--- src/rtl/vga_rx_pkg.sv ---
// vga_rx_pkg: shared types and defaults for the VGA receive path.
//   rx_state_t      - lock FSM states
//   geom_t          - frame geometry bundle at the default coordinate width
//   COORD_W_DEFAULT - default width of coordinate and measurement counters
package vga_rx_pkg;
   localparam int COORD_W_DEFAULT = 11;

   typedef enum logic [1:0] {
      SEARCH  = 2'd0,
      ACQUIRE = 2'd1,
      LOCKED  = 2'd2
   } rx_state_t;

   typedef struct packed {
      logic [COORD_W_DEFAULT-1:0] h_total;
      logic [COORD_W_DEFAULT-1:0] h_active;
      logic [COORD_W_DEFAULT-1:0] v_total;
      logic [COORD_W_DEFAULT-1:0] v_active;
   } geom_t;
endpackage

--- src/rtl/vga_rx_counters.sv ---
// vga_rx_counters: input register, sync polarity normalisation, edge detect
// and the timing counters of the VGA receiver.
//   vga_clk, reset        - clock, synchronous active-high reset
//   i_blank_n/i_hs/i_vs   - raw VGA controls
//   i_rgb                 - raw {red, green, blue}
//   o_blank, o_rgb        - stage-1 blank_n and colour
//   o_hs_edge, o_vs_edge  - sync assertion edges (stage 1)
//   o_x, o_y              - coordinate of the current stage-1 pixel
//   o_*_meas              - measurements as they stand after this cycle's edges
//   o_line_err            - a line length changed within the current frame
//   o_wdog                - h counter saturated with no HS edge in sight
module vga_rx_counters
   import vga_rx_pkg::*;
#(
   parameter int COORD_W       = COORD_W_DEFAULT,
   parameter bit HS_ACTIVE_LOW = 1'b1,
   parameter bit VS_ACTIVE_LOW = 1'b1
) (
   input  logic               vga_clk,
   input  logic               reset,
   input  logic               i_blank_n,
   input  logic               i_hs,
   input  logic               i_vs,
   input  logic [23:0]        i_rgb,
   output logic               o_blank,
   output logic [23:0]        o_rgb,
   output logic               o_hs_edge,
   output logic               o_vs_edge,
   output logic [COORD_W-1:0] o_x,
   output logic [COORD_W-1:0] o_y,
   output logic [COORD_W-1:0] o_h_meas,
   output logic [COORD_W-1:0] o_ha_meas,
   output logic [COORD_W-1:0] o_v_meas,
   output logic [COORD_W-1:0] o_va_meas,
   output logic               o_line_err,
   output logic               o_wdog
);
   localparam logic [COORD_W-1:0] C_ONE = {{(COORD_W-1){1'b0}}, 1'b1};

   logic               r_hs_a, r_vs_a, r_blank, r_hs_d, r_vs_d, r_blank_d;
   logic [23:0]        r_rgb;
   logic [COORD_W-1:0] r_h_cnt, r_h_meas, r_x_cnt, r_ha_meas, r_line_cnt, r_y_cnt;
   logic               r_first_line, r_line_err;

   logic               w_hs_edge, w_vs_edge, w_blank_fall, w_h_sat, w_line_bad;
   logic [COORD_W-1:0] w_h_next;

   assign w_hs_edge    = r_hs_a & ~r_hs_d;
   assign w_vs_edge    = r_vs_a & ~r_vs_d;
   assign w_blank_fall = r_blank_d & ~r_blank;
   assign w_h_next     = r_h_cnt + C_ONE;
   assign w_h_sat      = &r_h_cnt;
   // The first line closed after a VS edge straddles the frame boundary and
   // is not compared against the previous frame's last line.
   assign w_line_bad   = w_hs_edge & ~r_first_line & (w_h_next != r_h_meas);

   assign o_blank    = r_blank;
   assign o_rgb      = r_rgb;
   assign o_hs_edge  = w_hs_edge;
   assign o_vs_edge  = w_vs_edge;
   assign o_x        = w_hs_edge ? '0 : r_x_cnt;
   assign o_y        = r_y_cnt;
   // Same-cycle HS edge / blank fall are folded in so the VS evaluation sees
   // the line that is being closed in this very cycle.
   assign o_h_meas   = w_hs_edge ? w_h_next : r_h_meas;
   assign o_ha_meas  = w_blank_fall ? r_x_cnt : r_ha_meas;
   assign o_v_meas   = w_hs_edge ? r_line_cnt + C_ONE : r_line_cnt;
   assign o_va_meas  = w_blank_fall ? r_y_cnt + C_ONE : r_y_cnt;
   assign o_line_err = r_line_err | w_line_bad;
   assign o_wdog     = w_h_sat & ~w_hs_edge;

   always_ff @(posedge vga_clk) begin
      if (reset) begin
         r_hs_a       <= 1'b0;
         r_vs_a       <= 1'b0;
         r_blank      <= 1'b0;
         r_hs_d       <= 1'b0;
         r_vs_d       <= 1'b0;
         r_blank_d    <= 1'b0;
         r_rgb        <= '0;
         r_h_cnt      <= '0;
         r_h_meas     <= '0;
         r_x_cnt      <= '0;
         r_ha_meas    <= '0;
         r_line_cnt   <= '0;
         r_y_cnt      <= '0;
         r_first_line <= 1'b1;
         r_line_err   <= 1'b0;
      end else begin
         r_hs_a    <= i_hs ^ HS_ACTIVE_LOW;
         r_vs_a    <= i_vs ^ VS_ACTIVE_LOW;
         r_blank   <= i_blank_n;
         r_rgb     <= i_rgb;
         r_hs_d    <= r_hs_a;
         r_vs_d    <= r_vs_a;
         r_blank_d <= r_blank;

         if (w_hs_edge) begin
            r_h_cnt  <= '0;
            r_h_meas <= w_h_next;
         end else if (!w_h_sat) begin
            r_h_cnt  <= w_h_next;
         end

         if (w_hs_edge)    r_x_cnt <= {{(COORD_W-1){1'b0}}, r_blank};
         else if (r_blank) r_x_cnt <= r_x_cnt + C_ONE;
         if (w_blank_fall) r_ha_meas <= r_x_cnt;

         // HS is processed before VS, so a coincident VS edge wins the reset.
         if (w_vs_edge) begin
            r_line_cnt   <= '0;
            r_y_cnt      <= '0;
            r_first_line <= 1'b1;
            r_line_err   <= 1'b0;
         end else begin
            if (w_hs_edge)    r_line_cnt   <= r_line_cnt + C_ONE;
            if (w_hs_edge)    r_first_line <= 1'b0;
            if (w_blank_fall) r_y_cnt      <= r_y_cnt + C_ONE;
            if (w_line_bad)   r_line_err   <= 1'b1;
         end
      end
   end
endmodule

--- src/rtl/vga_sync_decoder.sv ---
// vga_sync_decoder: VGA receiver that measures frame geometry, locks onto a
// stable timing and emits active-area pixels with coordinates.
//   vga_clk, reset                 - clock, synchronous active-high reset
//   blank_n, HS, VS, red/green/blue - incoming VGA stream
//   pixel_valid/x/y/rgb            - visible pixel, only while locked
//   line_start, frame_start        - one-cycle sync assertion pulses
//   locked                         - geometry stable for LOCK_FRAMES frames
//   h_total..v_active              - last committed geometry
// All outputs trail the inputs by exactly two clocks.
module vga_sync_decoder
   import vga_rx_pkg::*;
#(
   parameter int COORD_W       = COORD_W_DEFAULT,
   parameter int LOCK_FRAMES   = 2,
   parameter bit HS_ACTIVE_LOW = 1'b1,
   parameter bit VS_ACTIVE_LOW = 1'b1
) (
   input  logic               vga_clk,
   input  logic               reset,
   input  logic               blank_n,
   input  logic               HS,
   input  logic               VS,
   input  logic [7:0]         red,
   input  logic [7:0]         green,
   input  logic [7:0]         blue,
   output logic               pixel_valid,
   output logic [COORD_W-1:0] pixel_x,
   output logic [COORD_W-1:0] pixel_y,
   output logic [23:0]        pixel_rgb,
   output logic               line_start,
   output logic               frame_start,
   output logic               locked,
   output logic [COORD_W-1:0] h_total,
   output logic [COORD_W-1:0] h_active,
   output logic [COORD_W-1:0] v_total,
   output logic [COORD_W-1:0] v_active
);
   typedef struct packed {
      logic [COORD_W-1:0] h_total;
      logic [COORD_W-1:0] h_active;
      logic [COORD_W-1:0] v_total;
      logic [COORD_W-1:0] v_active;
   } meas_t;

   logic               w_blank, w_hs_edge, w_vs_edge, w_line_err, w_wdog, w_same;
   logic [23:0]        w_rgb;
   logic [COORD_W-1:0] w_x, w_y, w_h_meas, w_ha_meas, w_v_meas, w_va_meas;
   logic [3:0]         w_cnt_inc;
   meas_t              w_meas;

   rx_state_t          r_state;
   logic               r_prev_valid;
   logic [3:0]         r_match_cnt;
   meas_t              r_stored;

   vga_rx_counters #(
      .COORD_W       (COORD_W),
      .HS_ACTIVE_LOW (HS_ACTIVE_LOW),
      .VS_ACTIVE_LOW (VS_ACTIVE_LOW)
   ) u_cnt (
      .vga_clk    (vga_clk),
      .reset      (reset),
      .i_blank_n  (blank_n),
      .i_hs       (HS),
      .i_vs       (VS),
      .i_rgb      ({red, green, blue}),
      .o_blank    (w_blank),
      .o_rgb      (w_rgb),
      .o_hs_edge  (w_hs_edge),
      .o_vs_edge  (w_vs_edge),
      .o_x        (w_x),
      .o_y        (w_y),
      .o_h_meas   (w_h_meas),
      .o_ha_meas  (w_ha_meas),
      .o_v_meas   (w_v_meas),
      .o_va_meas  (w_va_meas),
      .o_line_err (w_line_err),
      .o_wdog     (w_wdog)
   );

   assign w_meas    = {w_h_meas, w_ha_meas, w_v_meas, w_va_meas};
   assign w_same    = r_prev_valid & ~w_line_err & (w_meas == r_stored);
   assign w_cnt_inc = r_match_cnt + 4'd1;

   always_ff @(posedge vga_clk) begin
      if (reset) begin
         r_state      <= SEARCH;
         r_prev_valid <= 1'b0;
         r_match_cnt  <= '0;
         r_stored     <= '0;
         pixel_valid  <= 1'b0;
         pixel_x      <= '0;
         pixel_y      <= '0;
         pixel_rgb    <= '0;
         line_start   <= 1'b0;
         frame_start  <= 1'b0;
         locked       <= 1'b0;
         {h_total, h_active, v_total, v_active} <= '0;
      end else begin
         line_start  <= w_hs_edge;
         frame_start <= w_vs_edge;
         pixel_valid <= w_blank & (r_state == LOCKED);
         if (w_blank && r_state == LOCKED) begin
            pixel_x   <= w_x;
            pixel_y   <= w_y;
            pixel_rgb <= w_rgb;
         end

         // A dead HS overrides any VS decision in the same cycle.
         if (w_wdog) begin
            r_state <= SEARCH;
            locked  <= 1'b0;
         end else if (w_vs_edge) begin
            case (r_state)
               SEARCH: begin
                  // Partial frame since reset/loss is not trusted.
                  r_state      <= ACQUIRE;
                  r_prev_valid <= 1'b0;
                  r_match_cnt  <= '0;
               end
               ACQUIRE: begin
                  r_stored     <= w_meas;
                  r_prev_valid <= 1'b1;
                  if (w_same) begin
                     r_match_cnt <= w_cnt_inc;
                     if (w_cnt_inc == 4'(LOCK_FRAMES)) begin
                        r_state <= LOCKED;
                        locked  <= 1'b1;
                        {h_total, h_active, v_total, v_active} <= w_meas;
                     end
                  end else begin
                     r_match_cnt <= '0;
                  end
               end
               LOCKED: begin
                  r_stored     <= w_meas;
                  r_prev_valid <= 1'b1;
                  if (!w_same) begin
                     r_state     <= ACQUIRE;
                     locked      <= 1'b0;
                     r_match_cnt <= '0;
                  end
               end
               default: r_state <= SEARCH;
            endcase
         end
      end
   end
endmodule

--- config.mk ---
export PLATFORM = sky130hd
export DESIGN_NAME = vga_sync_decoder
export DESIGN_NICKNAME = d
export VERILOG_FILES = /design/src/rtl/vga_rx_pkg.sv /design/src/rtl/vga_rx_counters.sv /design/src/rtl/vga_sync_decoder.sv
export SDC_FILE = /design/constraint.sdc
export NUM_CORES = 1
export LEC_CHECK = 0
export ABC_AREA = 1
export CAP_MARGIN = 10
export CORE_ASPECT_RATIO = 1.25
export CORE_MARGIN = 4
export CORE_UTILIZATION = 23
export CTS_BUF_LIST = sky130_fd_sc_hd__clkbuf_8
export DETAILED_ROUTE_END_ITERATION = 12
export HOLD_SLACK_MARGIN = 0.1
export PLACE_DENSITY = 0.45
export SLEW_MARGIN = 10
export SYNTH_ARGS = -nofsm -noshare
export SYNTH_HDL_FRONTEND = slang
export SYNTH_SLANG_ARGS = --single-unit
--- constraint.sdc ---
create_clock -name vga_clk -period 6.3 [get_ports vga_clk]
set_input_delay 1.26 -clock vga_clk [delete_from_list [all_inputs] [get_ports vga_clk]]
set_output_delay 1.26 -clock vga_clk [all_outputs]
set_load 0.02 [all_outputs]
==> qor.txt, run 1 <==
via count = 9556
post-DR vias/cell = 4.29
WP buf/inv = 2
Post-route DRC = 0
CP max-delay cell = dfxtp_1
drt total wl = 32000 µm
FFs w/ async S/R, synth = 0%
ys flop type = dfxtp_1
CP arrival = 4.20 ns
Hold WC Path Type = register to register
Die Ht = 246 µm
RSZ-0062 raised after global routing = false
met3 wire len = 1390 µm
critical path type = register to register
TritonCTS Buffers = 44
Cell variety after synth = 36
critical path cell sequence = inv_2 -> nand2_2 -> o21ai_0 -> nand2_1 -> nand2_1 -> nor2_1 -> nand2_1 -> nor2_1 -> nand4_1 -> nor2_1 -> nand2_1 -> nor2_2 -> nand2_2 -> clkinv_2 -> nor2_1 -> nor3_1
core region area = 0.0450 mm²
share of cells above drive strength 1 = 6.43%
initial DRC count = 434
CTS Buffer Depth = 3
R2R cell count = 16
XOR/XNOR Fraction of Synth Area = 0.671%
Initial Util = 23.2%
Slew headroom = 31.6%
Peak VDD IR = 0.0916 mV
largest family of logic cells by synthesized area = simple AND/OR/NAND/NOR gates
compound-gate portion of the synthesized area = 12.2%
Yosys reg bits = 243
CTS H-tree lvls = 2
CTS tree = yes
CP Depth = 16
startpoint types = register
Layout fillers = 4936
Synth Area in Simple Gates = 29.9%
Static Leakage = 5.41 nW
Fin. Hold Viols = 0
proportion of synthesized area in mux cells = 0%
hpwl dp = 22100 µm
Sink Count = 243
clk slew on worst S/H paths = 0.06 ns
Max Cap Viol = 0
Final nets = 1656
metal2 WL = 16000 µm
Antenna Nets Post-Route = 0
min Tclk post-route = 3.71 ns
DR top layer = met4
Total GRT Usage = 12.8%
post-DR wirelength/cell = 14.4 µm
GR Overflow Total = 0
Post-Syn Nets = 1544
root buf cell = clkbuf_8
fmax = 270 MHz
I/O pins = 123
# Post-CTS Setup Buffers = 0
Tot Pwr = 3.38 mW
port buffer count = 122
hold path cells = 2
critical path's top delay family = simple AND/OR/NAND/NOR gates
final core occ = 29.0%
most common cell after layout, fill and taps aside = nand2_1
# resized after CTS = 0
Final setup viols = 0
most frequent cells in the layout = nand2_1, nor2_1, dfxtp_1
largest net degree at the start of global routing = 61
Placer Congestion = 0.795
initial antenna violation count = 1
mapped cell area = 0.0104 mm²
Die X = 199 µm
number of synthesized flops with an enable pin = 0
Slew Viols, Final = 0
Worst-Skew Late Latency = 0.57 ns
Post-Syn Area per Cell = 6.94 µm²
first drt pass iteration count = 5
cell row count = 87
Period Utilization, post-route = 58.8%
Adder-Cell Fraction of Synth Area = 1.32%
register area share after synthesis = 46.6%
CP max stage delay = 0.63 ns
vias in the first global route = 9295
CP Capture Type = register
first-pass GRT wire length = 50100 µm
hold buffers post-CTS = 0
Worst-Margin Slew = 1.02 ns
clk_skew = 0.0335 ns
TNS Setup = 0 ns
Die Area = 0.0489 mm²
Crit Path Max Fanout = 44
wl on met1 = 13500 µm
Layout area overhead = 25.0%
Worst Path Required = 6.79 ns
Synth Instances = 1504
synth warn = 0
status = complete, no violations
pwr/cell area = 259 mW/mm²
## worst register-to-register path, cell delays in order (launching register included)
cell,delay (ns)
dfxtp_1,0.63
inv_2,0.23
nand2_2,0.45
o21ai_0,0.25
nand2_1,0.10
nand2_1,0.06
nor2_1,0.22
nand2_1,0.12
nor2_1,0.21
nand4_1,0.12
nor2_1,0.18
nand2_1,0.09
nor2_2,0.10
nand2_2,0.06
clkinv_2,0.50
nor2_1,0.11
nor3_1,0.20
## cell families after synthesis
family / count (synthesis)
simple gates: 745
buf+inv: 247
compound gates: 250
fa+ha+maj: 11
flops: 243
xor+xnor: 8
## metrics by stage
stage,cells,hold WS [ns],cell area [µm²],worst slack (ns)
final,2227,0.451,13100,2.59
after floorplan,1504,0.411,10400,3.96
after CTS,2226,0.454,13000,2.59
after global routing,2227,0.478,13100,2.11
after detailed placement,2148,0.430,12100,2.60
after global placement,2148,0.428,12100,2.61
## where the power goes
part	switching, mW	internal, mW	leakage [nW]	total (mW)
registers	0.0245	1.58	1.97	1.60
logic	0.166	0.0880	2.92	0.254
clock network	0.681	0.842	0.514	1.52
## synthesized netlist by cell type (4+ instances only)
cell      instances  area, µm²
nor2_1          284       1070
buf_2             6       30.0
buf_4             4       30.0
o21ai_0         129        646
nand4_1           8       50.1
inv_1           178        668
nor3_2            6       60.1
xor2_1            5       43.8
nand3b_1          8       60.1
clkbuf_1         47        176
nor3_1           17       85.1
dfxtp_1         243       4860
nand2_1         297       1110
o21ai_1           8       40.0
a21oi_1         106        531
nor2_4            4       45.0
ha_1             11        138
nand3_1         107        536
nor2_2            6       37.5
## metal layers
| layer | track usage [%] | up-vias |
|---|---|---|
| met5 | 0 | - |
| met4 | 5.13 | 0 |
| met3 | 2.50 | 61 |
| met2 | 22.5 | 170 |
| met1 | 15.2 | 4343 |
| li1 | - | 4982 |
## layout make-up
class                           instances  area [µm²]  share of cell area (%)
Multi-Input combinational cell       1014        4600                    35.2
Clock inverter                         22         130                   0.997
Timing Repair Buffer                  128        1260                    9.68
Clock buffer                           56         771                    5.91
Tap cell                              578         723                    5.54
Sequential cell                       243        4860                    37.3
Antenna cell                            1        2.50                  0.0192
Inverter                              185         696                    5.33
## flip-flops by register name, indices dropped and copies added (netlist names), 2 cells and up
signal            cells
u_cnt.r_h_cnt        11
u_cnt.r_ha_meas      11
r_state               2
u_cnt.o_y            11
h_total              11
v_active             11
r_stored             44
u_cnt.r_x_cnt        11
u_cnt.r_line_cnt     11
pixel_y              11
v_total              11
pixel_rgb            24
r_match_cnt           4
pixel_x              11
u_cnt.o_rgb          24
u_cnt.r_h_meas       11
h_active             11
## worst paths after layout
| kind | slack (ns) | start | end |
|---|---|---|---|
| hold / removal | 0.45 | u_cnt.r_vs_a | u_cnt.r_vs_d |
| hold reg to reg | 0.45 | u_cnt.r_vs_a | u_cnt.r_vs_d |
| setup / recovery | 2.59 | u_cnt.o_blank | v_active[4] |
| setup reg to reg | 2.59 | u_cnt.o_blank | v_active[4] |
Power figures use the tool's default switching activity.
==> run 2: changes to the inputs <==
--- a/config.mk
+++ b/config.mk
@@ -13,7 +13,7 @@
 export CTS_BUF_LIST = sky130_fd_sc_hd__clkbuf_8
 export DETAILED_ROUTE_END_ITERATION = 12
 export HOLD_SLACK_MARGIN = 0.1
-export PLACE_DENSITY = 0.45
+export PLACE_DENSITY = 0.46
 export SLEW_MARGIN = 10
 export SYNTH_ARGS = -nofsm -noshare
 export SYNTH_HDL_FRONTEND = slang
==> constraint.sdc (replaced) <==
create_clock -name vga_clk -period 3.2 [get_ports vga_clk]
set_input_delay 0.64 -clock vga_clk [delete_from_list [all_inputs] [get_ports vga_clk]]
set_output_delay 0.64 -clock vga_clk [all_outputs]
set_load 0.02 [all_outputs]
==> qor.txt, run 2 (same netlist as run 1, synthesis figures left out) <==
Fin. Hold Viols = 0 (unchanged)
largest net degree at the start of global routing = 50 (-18%)
initial antenna violation count = 1 (unchanged)
core region area = 0.0450 mm² (unchanged)
Final setup viols = 0 (unchanged)
CP arrival = 3.32 ns (-0.88 ns)
first-pass GRT wire length = 50900 µm (+1.5%)
startpoint types = register
post-DR wirelength/cell = 14.4 µm (about the same)
post-DR vias/cell = 4.30 (+0.29%)
max reg flops = 44 (unchanged)
Die X = 199 µm (unchanged)
CTS Buffer Depth = 3 (unchanged)
via count = 9665 (+1.1%)
critical path type = register to register
fmax = 349 MHz (+29%)
Crit Path Max Fanout = 23 (-48%)
Total GRT Usage = 13.0% (+0.25 points)
Post-route DRC = 0 (unchanged)
Layout fillers = 4928 (-0.16%)
Initial Util = 23.2% (unchanged)
final core occ = 29.5% (+0.48 points)
Biggest register = r_stored
hpwl dp = 22600 µm (+2.2%)
TNS Setup = 0 ns (unchanged)
Max Cap Viol = 0 (unchanged)
I/O pins = 123 (unchanged)
TritonCTS Buffers = 43 (-2.3%)
Tot Pwr = 6.62 mW (+96%)
first drt pass iteration count = 6 (+1)
# Post-CTS Setup Buffers = 0 (unchanged)
clk_skew = 0.0306 ns (-0.00288 ns)
CP Capture Type = register
GR Overflow Total = 0 (unchanged)
Antenna Nets Post-Route = 0 (unchanged)
Hold WC Path Type = register to register
min Tclk post-route = 2.87 ns (-0.841 ns)
hold buffers post-CTS = 0 (unchanged)
Slew headroom = 46.5% (+15 points)
Static Leakage = 5.52 nW (+2.0%)
drt total wl = 32200 µm (+0.79%)
most frequent cells in the layout = nand2_1, nor2_1, dfxtp_1
root buf cell = clkbuf_8
Slew Viols, Final = 0 (unchanged)
CTS H-tree lvls = 2 (unchanged)
Final nets = 1676 (+1.2%)
Worst Path Required = 3.65 ns (-3.14 ns)
clk slew on worst S/H paths = 0.06 ns (about the same)
Sink Count = 243 (unchanged)
FF+latch area = 0.00487 mm² (about the same)
port buffer count = 122 (unchanged)
status = complete, no violations
WHS = 0.425 ns (-0.0252 ns)
cell row count = 87 (unchanged)
final setup margin = 0.334 ns (-2.26 ns)
Placer Congestion = 0.824 (+3.7%)
initial DRC count = 438 (+0.92%)
Die Ht = 246 µm (unchanged)
Worst-Skew Late Latency = 0.58 ns (about the same)
Period Utilization, post-route = 89.6% (+31 points)
most common cell after layout, fill and taps aside = nand2_1
vias in the first global route = 9479 (+2.0%)
DP Worst Slack = 0.130 ns (-2.47 ns)
Worst-Margin Slew = 0.803 ns (-0.221 ns)
Die Area = 0.0489 mm² (unchanged)
Multi-input gate area = 0.00463 mm² (+0.76%)
share of cells above drive strength 1 = 7.62% (+1.2 points)
Peak VDD IR = 0.197 mV (+120%)
RSZ-0062 raised after global routing = false
pwr/cell area = 499 mW/mm² (+93%)
Layout area overhead = 27.1%
CTS tree = yes
[run 2: changes by cell type in the layout (fill, tap and decap cells not counted), sizes merged]
| cell | before | now |
|---|---|---|
| clkbuf | 56 | 54 |
| clkinv | 15 | 8 |
| clkinvlp | 0 | 3 |
| inv | 191 | 195 |
| buf | 7 | 28 |
[run 2: path summary, 6_finish.rpt]
check	startpoint	end	slack, ns	cells past startpoint
worst min-delay path	u_cnt.r_vs_a	u_cnt.r_vs_d	0.43	2
worst min register to register	u_cnt.r_vs_a	u_cnt.r_vs_d	0.43	2
worst max register to register	u_cnt.o_y[1]	h_total[2]	0.33	17
worst max-delay path	u_cnt.o_y[1]	h_total[2]	0.33	17
[run 2: routing by layer]
metal,track usage (%),part of all wire [%],vias up,wire [µm]
li1,-,-,5027,-
met1,15.3,43,4422,13800
met2,23.5,50,152,16200
met3,2.33,3.4,64,1100
met4,5.01,3.5,0,1120
met5,0,0,-,0
[run 2: power by group]
group          internal (mW)  switching, mW  total (mW)  leakage, nW
logic                  0.191          0.338       0.529         3.05
registers               3.11         0.0453        3.15         1.97
clock network           1.60           1.34        2.93        0.493
total                   4.90           1.72        6.62         5.52
[run 2: repair_timing]
action                                  CTS  global route
gates resized for setup                   0            13
endpoints found under the setup margin    0            51
hold endpoints to repair                  0             0
[run 2: stage by stage]
step           instances  area, µm²
2_1_floorplan       1504      10400
3_3_place_gp        2169      12400
3_5_place_dp        2169      12400
4_1_cts             2245      13200
5_1_grt             2246      13300
6_report            2246      13300
[run 2: worst max-delay path, cell delays in order, from the launching register on]
cell     delay, ns
dfxtp_1       0.47
ha_1          0.21
inv_1         0.09
nor2_4        0.19
nand3_1       0.14
nand2_1       0.15
nand2_1       0.06
nand2_1       0.11
nand3_1       0.12
nor2_1        0.13
nand3_1       0.11
nor2_2        0.15
nand2_1       0.08
nor2_2        0.10
nand2_2       0.10
buf_4         0.27
a21oi_1       0.20
nor3_2        0.05
[run 2: cell type report]
type,instances,area share (%)
Antenna cell,1,0.0189
Clock buffer,54,5.60
Clock inverter,22,0.943
Inverter,185,5.26
Multi-Input combinational cell,1014,34.9
Sequential cell,243,36.7
Tap cell,578,5.45
Timing Repair Buffer,149,11.1
==> run 3: changes to the inputs <==
--- a/config.mk
+++ b/config.mk
@@ -13,6 +13,7 @@
 export CTS_BUF_LIST = sky130_fd_sc_hd__clkbuf_8
 export DETAILED_ROUTE_END_ITERATION = 12
 export HOLD_SLACK_MARGIN = 0.1
+export MAX_ROUTING_LAYER = met4
 export PLACE_DENSITY = 0.46
 export SLEW_MARGIN = 10
 export SYNTH_ARGS = -nofsm -noshare
==> qor.txt, run 3 (same netlist as run 1, synthesis figures left out) <==
core region area = 0.0450 mm² (unchanged)
R2R cell count = 17 (unchanged)
fmax = 348 MHz (-0.27%)
most common cell after layout, fill and taps aside = nand2_1
clk_skew = 0.0295 ns (-0.00108 ns)
drt total wl = 32200 µm (about the same)
origin of the worst setup path = u_cnt.o_y[1]
initial antenna violation count = 1 (unchanged)
Worst-Skew Late Latency = 0.58 ns (about the same)
port buffer count = 122 (unchanged)
Placed Instances = 2169 (unchanged)
hpwl dp = 22600 µm (unchanged)
Period Utilization, post-route = 89.8% (+0.24 points)
post-DR vias/cell = 4.31 (about the same)
Post-route DRC = 0 (unchanged)
Initial Util = 23.2% (unchanged)
post-DR wirelength/cell = 14.3 µm (about the same)
vias in the first global route = 9491 (+0.13%)
GR Overflow Total = 0 (unchanged)
max reg flops = 44 (unchanged)
Slew Viols, Final = 0 (unchanged)
Crit Path Max Fanout = 23 (unchanged)
startpoint types = register
first-pass GRT wire length = 50900 µm (about the same)
min Tclk post-route = 2.87 ns (+0.00766 ns)
I/O pins = 123 (unchanged)
Worst Path Required = 3.65 ns (about the same)
Die X = 199 µm (unchanged)
initial DRC count = 449 (+2.5%)
Max Cap Viol = 0 (unchanged)
TritonCTS Buffers = 43 (unchanged)
CTS tree = yes
Hold WC Path Type = register to register
most frequent cells in the layout = nand2_1, nor2_1, dfxtp_1
Placer Congestion = 0.837 (+1.6%)
CP max stage delay = 0.47 ns (about the same)
CP arrival = 3.32 ns (about the same)
CTS H-tree lvls = 2 (unchanged)
Slew headroom = 45.8% (-0.68 points)
Reg-to-Reg Start = u_cnt.o_y[1]
Die Area = 0.0489 mm² (unchanged)
Biggest register = r_stored
hold path cells = 2 (unchanged)
non-filler instance count after layout = 2246 (unchanged)
Total GRT Usage = 13.4% (+0.37 points)
Fin. Hold Viols = 0 (unchanged)
first drt pass iteration count = 7 (+1)
worst r2r dst = h_total[2]
Top cell by count, worst path = nand2_1
CTS Buffer Depth = 3 (unchanged)
TNS Setup = 0 ns (unchanged)
Layout fillers = 4928 (unchanged)
Worst-Margin Slew = 0.813 ns (+0.0102 ns)
r2r setup slk = 0.33 ns (about the same)
Antenna Nets Post-Route = 0 (unchanged)
pwr/cell area = 499 mW/mm² (about the same)
final core occ = 29.5% (unchanged)
hold buffers post-CTS = 0 (unchanged)
RSZ-0062 raised after global routing = false
Sink Count = 243 (unchanged)
Final nets = 1676 (unchanged)
Worst Hold Endpoint = u_cnt.r_vs_d
clk slew on worst S/H paths = 0.06 ns (about the same)
cell row count = 87 (unchanged)
hold path start = u_cnt.r_vs_a
largest net degree at the start of global routing = 50 (unchanged)
share of cells above drive strength 1 = 7.62% (unchanged)
root buf cell = clkbuf_8
status = complete, no violations
via count = 9671 (+0.062%)
Die Ht = 246 µm (unchanged)
critical path type = register to register
Final setup viols = 0 (unchanged)
Static Leakage = 5.52 nW (unchanged)
Layout area overhead = 27.1% (unchanged)
CP max-delay cell = dfxtp_1
CP Capture Type = register
critical path cell sequence = ha_1 -> inv_1 -> nor2_4 -> nand3_1 -> nand2_1 -> nand2_1 -> nand2_1 -> nand3_1 -> nor2_1 -> nand3_1 -> nor2_2 -> nand2_1 -> nor2_2 -> nand2_2 -> buf_4 -> a21oi_1 -> nor3_2
Peak VDD IR = 0.197 mV (-0.11%)
Tot Pwr = 6.62 mW (about the same)
-- run 3: cell counts in the layout (fill, tap and decap cells not counted) --
No cell type changed its count.
-- run 3: how the worst max path moves through the flow --
stage,to,depth (start not counted)
finish,h_total[2],17
CTS,h_active[9],15
floorplan,h_total[0],17
global route,v_total[5],20
detailed placement,h_active[9],15
global placement,h_active[9],17
-- run 3: power by group --
part / internal (mW) / switching [mW] / total, mW / leakage [nW]
Combinational: 0.191 / 0.338 / 0.529 / 3.05
Clock: 1.60 / 1.34 / 2.93 / 0.493
Sequential: 3.11 / 0.0454 / 3.15 / 1.97
-- run 3: final cells by class --
cell class,instances,area [µm²],share of cell area [%]
Clock inverter,22,125,0.943
Multi-Input combinational cell,1014,4630,34.9
Antenna cell,1,2.50,0.0189
Clock buffer,54,743,5.60
Inverter,185,698,5.26
Tap cell,578,723,5.45
Timing Repair Buffer,149,1480,11.1
Sequential cell,243,4870,36.7
-- run 3: timing repair --
item | CTS | global route
setup endpoints to repair | 0 | 51
buffers inserted | 0 | 0
resized for setup | 0 | 13
-- run 3: through the flow --
| stage | worst slack [ns] | cell area [µm²] | hold slack, ns |
|---|---|---|---|
| after floorplan | 0.870 | 10400 | 0.411 |
| after global placement | 0.111 | 12400 | 0.419 |
| after detailed placement | 0.130 | 12400 | 0.420 |
| after CTS | 0.0841 | 13200 | 0.427 |
| after global routing | 0.000853 | 13300 | 0.453 |
| final | 0.326 | 13300 | 0.425 |
-- run 3: routing by layer --
layer  vias up  global-route usage, %  part of all wire [%]
met5         -                      -                     0
met4         0                   5.01                   3.5
met3        68                   2.16                   3.5
met2       156                   23.5                    50
met1      4417                   15.4                    43
li1       5030                      -                     -
-- run 3: worst max-delay path: cells and delay by family (launching register included) --
kind,cells,cell delay [ns]
buffers and inverters,2,0.37
AND/OR/NAND/NOR,13,1.49
AO/OA/AOI/OAI,1,0.20
adder cells (fa/ha/maj),1,0.21
flip-flops,1,0.47
